File: config.mk
export PLATFORM = sky130hd
export DESIGN_NAME = golomb_codeword_serializer
export DESIGN_NICKNAME = d
export VERILOG_FILES = /design/src/rtl/golomb_codeword_serializer.sv
export SDC_FILE = /design/constraint.sdc
export NUM_CORES = 1
export LEC_CHECK = 0
export ABC_AREA = 0
export CAP_MARGIN = 15
export CORE_ASPECT_RATIO = 1.5
export CORE_MARGIN = 2
export CORE_UTILIZATION = 59
export CTS_CLUSTER_SIZE = 28
export DETAILED_ROUTE_END_ITERATION = 6
export HOLD_SLACK_MARGIN = 0.06
export PLACE_DENSITY = 0.87
export RECOVER_POWER = 50
export SLEW_MARGIN = 20
export SYNTH_ARGS = -nofsm -noshare
export SYNTH_HDL_FRONTEND = slang
export SYNTH_SLANG_ARGS = --single-unit
File: constraint.sdc
create_clock -name clk -period 2.75 [get_ports clk]
set_clock_uncertainty 0.15 [all_clocks]
set_input_delay 0.275 -clock clk [delete_from_list [all_inputs] [get_ports clk]]
set_output_delay 0.275 -clock clk [all_outputs]
set_load 0.02 [all_outputs]
File: src/rtl/golomb_codeword_serializer.sv
// JPEG-LS limited-length Golomb-Rice codeword serializer: maps Errval to MErrval, emits code MSB-first.
// Optional GOLOMB_BIT_COUNT_EN adds a running consumed-bit counter and per-codeword length output.
module golomb_codeword_serializer #(
    parameter int residual_length = 9,
    parameter int k_length        = 4,
    parameter int qbpp            = 8,
    parameter int LIMIT           = 32
) (
    input  logic                       clk,
    input  logic                       reset,
    input  logic                       in_valid,
    output logic                       in_ready,
    input  logic [residual_length-1:0] residual,
    input  logic [k_length-1:0]        k,
    input  logic                       map_invert,
    output logic                       bit_valid,
    input  logic                       bit_ready,
    output logic                       bit_out,
    output logic                       bit_last
`ifdef GOLOMB_BIT_COUNT_EN
    ,
    output logic [31:0]                bit_count,
    output logic [5:0]                 code_len
`endif
);
    localparam int MW = residual_length + 2;
    localparam int ESC = LIMIT - qbpp - 1;
    localparam logic [qbpp-1:0] ESC_Q  = qbpp'(ESC);
    localparam logic [4:0]      ESC_Z  = 5'(ESC);
    localparam logic [3:0]      SFX_MAX = 4'(qbpp);

    typedef enum logic [1:0] {IDLE, UNARY, STOP, SUFFIX} state_t;
    state_t state;

    logic [4:0]      zcnt;
    logic [3:0]      sfx_cnt;
    logic [qbpp-1:0] sfx_sh;

    logic signed [MW-1:0] r_ext, two_r, base, m_full;
    logic [qbpp-1:0] merr, q, sfx_val, sfx_aligned;
    logic            escape;
    logic [4:0]      unary_len;
    logic [3:0]      sfx_len;
    logic            acc, cons;

    // -x-1 == ~x, so both negative mappings reduce to an inversion of the positive form.
    always_comb begin
        r_ext       = {{2{residual[residual_length-1]}}, residual};
        two_r       = r_ext <<< 1;
        base        = map_invert ? {two_r[MW-1:1], 1'b1} : two_r;
        m_full      = residual[residual_length-1] ? ~base : base;
        merr        = m_full[qbpp-1:0];
        q           = merr >> k;
        escape      = (q >= ESC_Q);
        unary_len   = escape ? ESC_Z : q[4:0];
        sfx_len     = escape ? SFX_MAX : ((k > k_length'(qbpp)) ? SFX_MAX : 4'(k));
        sfx_val     = escape ? (merr - qbpp'(1)) : merr;
        sfx_aligned = sfx_val << (SFX_MAX - sfx_len);
    end

    assign cons     = bit_valid && bit_ready;
    assign in_ready = (state == IDLE) || (bit_valid && bit_last && bit_ready);
    assign acc      = in_valid && in_ready;

    always_ff @(posedge clk or posedge reset) begin
        if (reset) begin
            state     <= IDLE;
            bit_valid <= 1'b0;
            bit_out   <= 1'b0;
            bit_last  <= 1'b0;
            zcnt      <= '0;
            sfx_cnt   <= '0;
            sfx_sh    <= '0;
        end else if (acc) begin
            // Accept wins over the final-bit retire so back-to-back codewords have no bubble.
            bit_valid <= 1'b1;
            zcnt      <= unary_len;
            sfx_cnt   <= sfx_len;
            sfx_sh    <= sfx_aligned;
            if (unary_len != 5'd0) begin
                state    <= UNARY;
                bit_out  <= 1'b0;
                bit_last <= 1'b0;
            end else begin
                state    <= STOP;
                bit_out  <= 1'b1;
                bit_last <= (sfx_len == 4'd0);
            end
        end else if (cons) begin
            case (state)
                UNARY: begin
                    if (zcnt == 5'd1) begin
                        state    <= STOP;
                        bit_out  <= 1'b1;
                        bit_last <= (sfx_cnt == 4'd0);
                    end
                    zcnt <= zcnt - 5'd1;
                end
                STOP, SUFFIX: begin
                    if (sfx_cnt != 4'd0) begin
                        state    <= SUFFIX;
                        bit_out  <= sfx_sh[qbpp-1];
                        bit_last <= (sfx_cnt == 4'd1);
                        sfx_sh   <= sfx_sh << 1;
                        sfx_cnt  <= sfx_cnt - 4'd1;
                    end else begin
                        state     <= IDLE;
                        bit_valid <= 1'b0;
                        bit_out   <= 1'b0;
                        bit_last  <= 1'b0;
                    end
                end
                default: begin
                    state     <= IDLE;
                    bit_valid <= 1'b0;
                end
            endcase
        end
    end

`ifdef GOLOMB_BIT_COUNT_EN
    always_ff @(posedge clk or posedge reset) begin
        if (reset) begin
            bit_count <= '0;
            code_len  <= '0;
        end else begin
            if (cons)
                bit_count <= bit_count + 32'd1;
            if (acc)
                code_len <= escape ? 6'(LIMIT) : (6'(q) + 6'd1 + 6'(sfx_len));
        end
    end
`endif
endmodule

Yosys cells after proc, flatten, opt, wreduce, memory -nomap -nowiden --
Cells that the tools add are included.
Cells by class: add/subtract/negate cells 4, $lt $le $gt $ge 2, equality and inequality tests 8, shift-type cells 2, mux-type cells 39, bitwise gates (word level) 1, reduce and logical (&&, ||, !) cells 21
Operators by type and width (number):
- two-way mux 8 bit | 6
- two-way mux 4 bit | 6
- two-way mux 5 bit | 4
- two-way mux 1 bit | 14
- two-way mux 2 bit | 5
- AND reduction 3 bit | 3
- greater-or-equal comparator 8 x 5 -> 1 bit (second input constant) | 1
- zero test 4 bit | 2
- inverter 8 bit | 1
- nonzero test 2 bit | 4
- << shifter 8 x 4 -> 8 bit | 1
- right shift 8 x 4 -> 8 bit | 1
- subtractor 8 x 1 -> 8 bit (second input constant) | 1
- != test 3 bit (second input constant) | 2
- one-hot mux 1 bit (2 select lines) | 3
- == test 5 x 1 -> 1 bit (second input constant) | 1
- nonzero test 5 bit | 1
- subtractor 5 x 1 -> 5 bit (second input constant) | 1
- == test 2 bit (second input constant) | 2
- == test 4 x 1 -> 1 bit (second input constant) | 1
- > comparator 4 bit (second input constant) | 1
- logical AND 1 bit | 4
- one-hot mux 2 bit (2 select lines) | 1
- AND reduction 2 bit | 2
- other kinds (9) | 9
Storage, ports and cells: register bits 22, logic and storage cells 84

Logic depth before layout (Yosys ltp) --
Gate-level depths: netlist of run 1.
depth in word-level cells 9, mapped depth 20, depth with buffers taken out 15

Worst setup path after synthesis of run 1 --
Ideal clock, no wire load.
path type input to register, start input port k[0], end register sfx_sh[7], data arrival time 3.316 ns, data required time 2.478 ns, slack -0.837 ns, stages 14, path buffers 1, cells stage by stage buf_6 > mux4_1 > xnor2_1 > a32oi_1 > nor4_4 > a21o_4 > or3_1 > ha_1 > xor2_1 > nor2b_1 > nand2_1 > o21ai_0 > a21oi_1 > a32o_1
Between the ends: cells in the longest elaborated chain, start to end 6, elaborated cells between the ends (all ways) 9
Ends and longest elaborated chain:
- start: declaration | RTL line 14 | input logic [k_length-1:0] k,
- right shift 8 x 4 -> 8 bit / > comparator 4 bit (equally long branches) | RTL line 53, 56
- greater-or-equal comparator 8 x 5 -> 1 bit / two-way mux 4 bit (equally long branches) | RTL line 54, 56
- two-way mux 4 bit | RTL line 56 | sfx_len = escape ? SFX_MAX : ((k > k_length'(qbpp)) ? SFX_MAX : 4'(k));
- subtractor 4 bit | RTL line 58 | sfx_aligned = sfx_val << (SFX_MAX - sfx_len);
- << shifter 8 x 4 -> 8 bit (*) | RTL line 58
- two-way mux 8 bit (*) | RTL line 74 | end else if (acc) begin
- end signal: assignment | RTL line 79 | sfx_sh <= sfx_aligned;
- end signal: assignment | RTL line 104 | sfx_sh <= sfx_sh << 1;
- end: declaration | RTL line 37 | logic [qbpp-1:0] sfx_sh;
Mark *: on every way between the ends. The rest lies on a longest branch, timed or not. A chain may end at the register's enable or synchronous reset.

Worst setup path after layout of run 1 --
start input port residual[0], end register sfx_sh[6]
Between the ends: cells in the longest elaborated chain, start to end 8, elaborated cells between the ends (all ways) 10
Ends and longest elaborated chain:
- start: declaration | RTL line 13 | input logic [residual_length-1:0] residual,
- inverter 8 bit | RTL line 51 | m_full = residual[residual_length-1] ? ~base : base;
- two-way mux 8 bit (*) | RTL line 51
- right shift 8 x 4 -> 8 bit | RTL line 53 | q = merr >> k;
- greater-or-equal comparator 8 x 5 -> 1 bit | RTL line 54 | escape = (q >= ESC_Q);
- two-way mux 4 bit | RTL line 56
- subtractor 4 bit | RTL line 58
- << shifter 8 x 4 -> 8 bit (*) | RTL line 58
- two-way mux 8 bit (*) | RTL line 74
Marks and branches as above.

==> impl_results.md, run 1 <==
- 1st-pass router iterations: 5
- Final hold violations: 0
- Final Non-Filler Cells: 462
- Final non-filler cell area: 3740 sq um
- First-pass GRT wire length: 14.7 mm
- Pwr dens: 652 nW/um^2
- Final min period: 3.42 ns
- Die height: 86.7 um
- Io pins: 22
- Die Footprint: 5120 sq um
- Crit. path cell count: 14
- Most used cell, CP: buf_4
- Synth warn: 0
- Final worst setup slack: -0.675 ns
- Crit path cell chain: dlygate4sd2_1 -> buf_4 -> mux2i_1 -> a221o_1 -> a32oi_4 -> nor4_4 -> a21o_4 -> or3_4 -> ha_4 -> xor2_4 -> buf_4 -> a2111oi_1 -> a211o_1 -> o32ai_2
- Leakage Power: 1.63 nW
- FF+latch count, synth: 22
- Worst Hold Class: reg -> reg
- Htree depth: 1
- Kind of critical path: in -> reg
- Number of global-route vias before repair: 3140
- Nature of the critical path endpoint: register
- Total CTS buffers: 3
- Area Overhead vs Synth: 39.2%
- Multi-input logic area: 2160 sq um
- WP buf/inv: 3
- Clock-pin slew on the worst setup and hold paths: 0.08 ns
- Worst reg2reg startpoint: sfx_cnt[0]
- Worst-Skew Late Latency: 0.28 ns
- Critical path launch point type: input port
- Setup TNS: -4.10 ns
- CP endpoint: sfx_sh[6]
- Worst-Margin Slew: 0.849 ns
- Top_reg_cell synth: dfrtp_1
- Psw: 1.08 mW
- Initial drt markers: 370
- Status: finished with violations
- Switching part of the total: 44.2%
- CP max stage delay: 0.41 ns
- Failing checks: setup timing
- EDFF count, synth: 0
- Crit path from: residual[0]
- Grt ovf: 0
- Initial antenna violation count: 0
- Sequential share of power: 26.1%
- CTS Sinks: 22
- Hold_sp: sfx_sh[0]
- R2R setup slack: 0.22 ns
- Final worst path period share: 125%
- FF-to-FF End: sfx_sh[4]
- Horiz. Die Dim: 59.1 um
- Layout cells sized above 1: 37.0%
- Distinct cells, synth: 80
- Commonest non-fill, non-tap cell in the layout: buf_4
- Fin util: 83.8%
- Register area share after synthesis: 20.5%
- Core footprint: 4470 sq um
- Initial cell density of the core: 60.2%
- # fillers: 232
- Register area: 551 sq um
- Nets: 439
- Most frequent cells in the layout: buf_4 (73), nand2_1 (35), nor2_1 (22), dfrtp_1 (22), o21ai_0 (20)
- P_int: 1.36 mW
- Placed inst area: 3370 sq um
- IO Port Bufs: 20
- Gate count of the mapped netlist: 337
- Vias post-DR: 3228
- Pins Over Slew Limit: 0
- Max-Cap Viols: 0
- Mapped cell area: 2690 sq um
- Relative slew margins: 43.4%
- Peak supply drop: 0.000322 V
- RSZ-0062 raised after global routing: true
- Hpwl dp: 6.07 mm
- Yosys top cell by area: dfrtp_1
- Top post-synthesis cells by area: dfrtp_1 (20%), mux2i_1 (5.2%), nand2_1 (5.0%), xnor2_1 (4.9%), o21ai_0 (4.1%)
- WP data required: 2.74 ns
- Crit-path leading delay family: compound AO/OA/AOI/OAI gates
- Clk buf depth: 2
- Final WL: 9.98 mm
- CP arrival: 3.42 ns
- Syn Nets: 361
- ANT cells: 0
- Wire length per cell: 21.6 um
- Worst Path Max Fanout: 3
- Async SR Flop Fraction: 100%
- Clock power frac: 12.8%
- Pin count of the biggest net entering global routing: 23
- Final GP Congestion: 0.968
- Root Buffer: clkbuf_8
- Slowest CP cell: or3_4
- Register-to-Register Path Depth: 9
- TritonCTS clock tree: done
- Dpl cells: 445
- Final setup violation count: 8
- DRC violations left: 0
- Vias/cell: 6.99
- Pre-CTS setup slack: -1.29 ns
- Number of hold buffers added after CTS: 0
- Combinational fraction of design power: 61.1%
- Row count: 30
- Max Fclk: 292 MHz
- DRT antenna net count: 0
- Gr usage total: 37.5%
- Synthesized area per cell: 7.98 sq um
- Area share of the largest cell type after synthesis: 20.5%
[sequential cells by signal, summed over array words and instances (netlist names)]
| name | count |
|---|---|
| sfx_sh | 8 |
| sfx_cnt | 4 |
| state | 2 |
| bit_last | 1 |
| zcnt | 5 |
| bit_out | 1 |
| bit_valid | 1 |
[what timing repair did]
| item | CTS | global route |
|---|---|---|
| setup endpoints to repair | 11 | 9 |
| pin swaps | 14 | 22 |
| resized for setup | 57 | 34 |
| setup buffers | 8 | 5 |
| cloned | 1 | 0 |
[Yosys cell counts, types with 4 or more instances]
| cell | number |
|---|---|
| nand2_1 | 36 |
| nor2_1 | 23 |
| dfrtp_1 | 22 |
| o21ai_0 | 22 |
| a21oi_1 | 20 |
| inv_1 | 17 |
| xnor2_1 | 15 |
| mux2i_1 | 14 |
| nand3_1 | 9 |
| buf_2 | 8 |
| clkbuf_1 | 7 |
| nor3_1 | 7 |
| ha_1 | 6 |
| a31oi_1 | 5 |
| buf_4 | 5 |
| o31ai_1 | 5 |
| xor2_1 | 5 |
| a21o_1 | 4 |
| a21oi_2 | 4 |
| a2bb2oi_1 | 4 |
| nand2b_1 | 4 |
| nand4_1 | 4 |
| nor4b_1 | 4 |
| o22ai_1 | 4 |
[worst register-to-register path: stages, from the launching register on]
cell     delay, ns
dfrtp_1       0.42
inv_1         0.07
ha_1          0.20
inv_1         0.09
or3_1         0.17
nand4_1       0.48
o21ai_0       0.51
o41ai_4       0.14
o21ai_1       0.10
o31ai_1       0.09
[stage by stage]
| stage | hold WS (ns) | total power, mW |
|---|---|---|
| 3_5_place_dp | 0.341 | 1.88 |
| 6_report | 0.354 | 2.44 |
| 2_1_floorplan | 0.114 | 1.50 |
| 4_1_cts | 0.352 | 2.24 |
| 5_1_grt | 0.368 | 2.56 |
| 3_3_place_gp | 0.337 | 1.83 |
[layer usage]
layer,routed length [um],vias to the layer above,global-route usage [%]
li1,-,1395,-
met1,3330,1502,39.6
met2,5110,241,68.1
met3,716,90,3.58
met4,822,0,24.6
met5,0,-,0
[final cells by class]
cell class | instances | area share [%]
inverters | 19 | 1.97
repair buffers | 101 | 22.1
multi-input cells | 268 | 57.7
flip-flops and latches | 22 | 14.7
clock inverters | 1 | 0.802
well taps | 48 | 1.60
clock buffers | 3 | 1.10
[power by group through the flow]
| stage | combinational [mW] | clock (mW) | sequential [mW] |
|---|---|---|---|
| final | 1.49 | 0.312 | 0.638 |
| after floorplan | 0.887 | 0 | 0.611 |
| after detailed placement | 1.25 | 0 | 0.629 |
| after CTS | 1.31 | 0.305 | 0.625 |
| after global placement | 1.21 | 0 | 0.619 |
| after global routing | 1.59 | 0.317 | 0.655 |
[worst min path at each step]
| stage | depth (start not counted) | to | slack, ns |
|---|---|---|---|
| 6_report | 1 | sfx_sh[0] | 0.35 |
| 5_1_grt | 1 | sfx_sh[0] | 0.37 |
| 4_1_cts | 2 | bit_out | 0.35 |
| 3_5_place_dp | 1 | sfx_sh[0] | 0.34 |
| 3_3_place_gp | 1 | sfx_sh[0] | 0.34 |
| 2_1_floorplan | 1 | bit_last | 0.11 |
[cells by family after synthesis]
kind of cell / after synthesis / share of synthesized area (%)
buf+inv: 47 / 8.84
compound gates: 102 / 27.5
flops: 22 / 20.5
simple gates: 119 / 24.1
mux: 20 / 9.12
fa+ha+maj: 6 / 2.79
xor+xnor: 21 / 7.12
Note: power is estimated with default switching activity, not from simulation.
==> run 2, diff against run 1 <==
--- a/config.mk
+++ b/config.mk
@@ -6,7 +6,6 @@
 export NUM_CORES = 1
 export LEC_CHECK = 0
 export ABC_AREA = 0
-export CAP_MARGIN = 15
 export CORE_ASPECT_RATIO = 1.5
 export CORE_MARGIN = 2
 export CORE_UTILIZATION = 59
==> constraint.sdc (replaced) <==
create_clock -name clk -period 2.75 [get_ports clk]
set_clock_uncertainty 0.15 [all_clocks]
set_input_delay 0.275 -clock clk [delete_from_list [all_inputs] [get_ports clk]]
set_output_delay 0.275 -clock clk [all_outputs]
set_load 0.05 [all_outputs]
==> results of run 2 <==
Same layout as run 1 (identical final DEF). Status: finished with violations: setup timing.
Main changes from that run: total power 2.44 mW -> 2.51 mW; worst IR drop on VDD 0.000322 V -> 0.000336 V
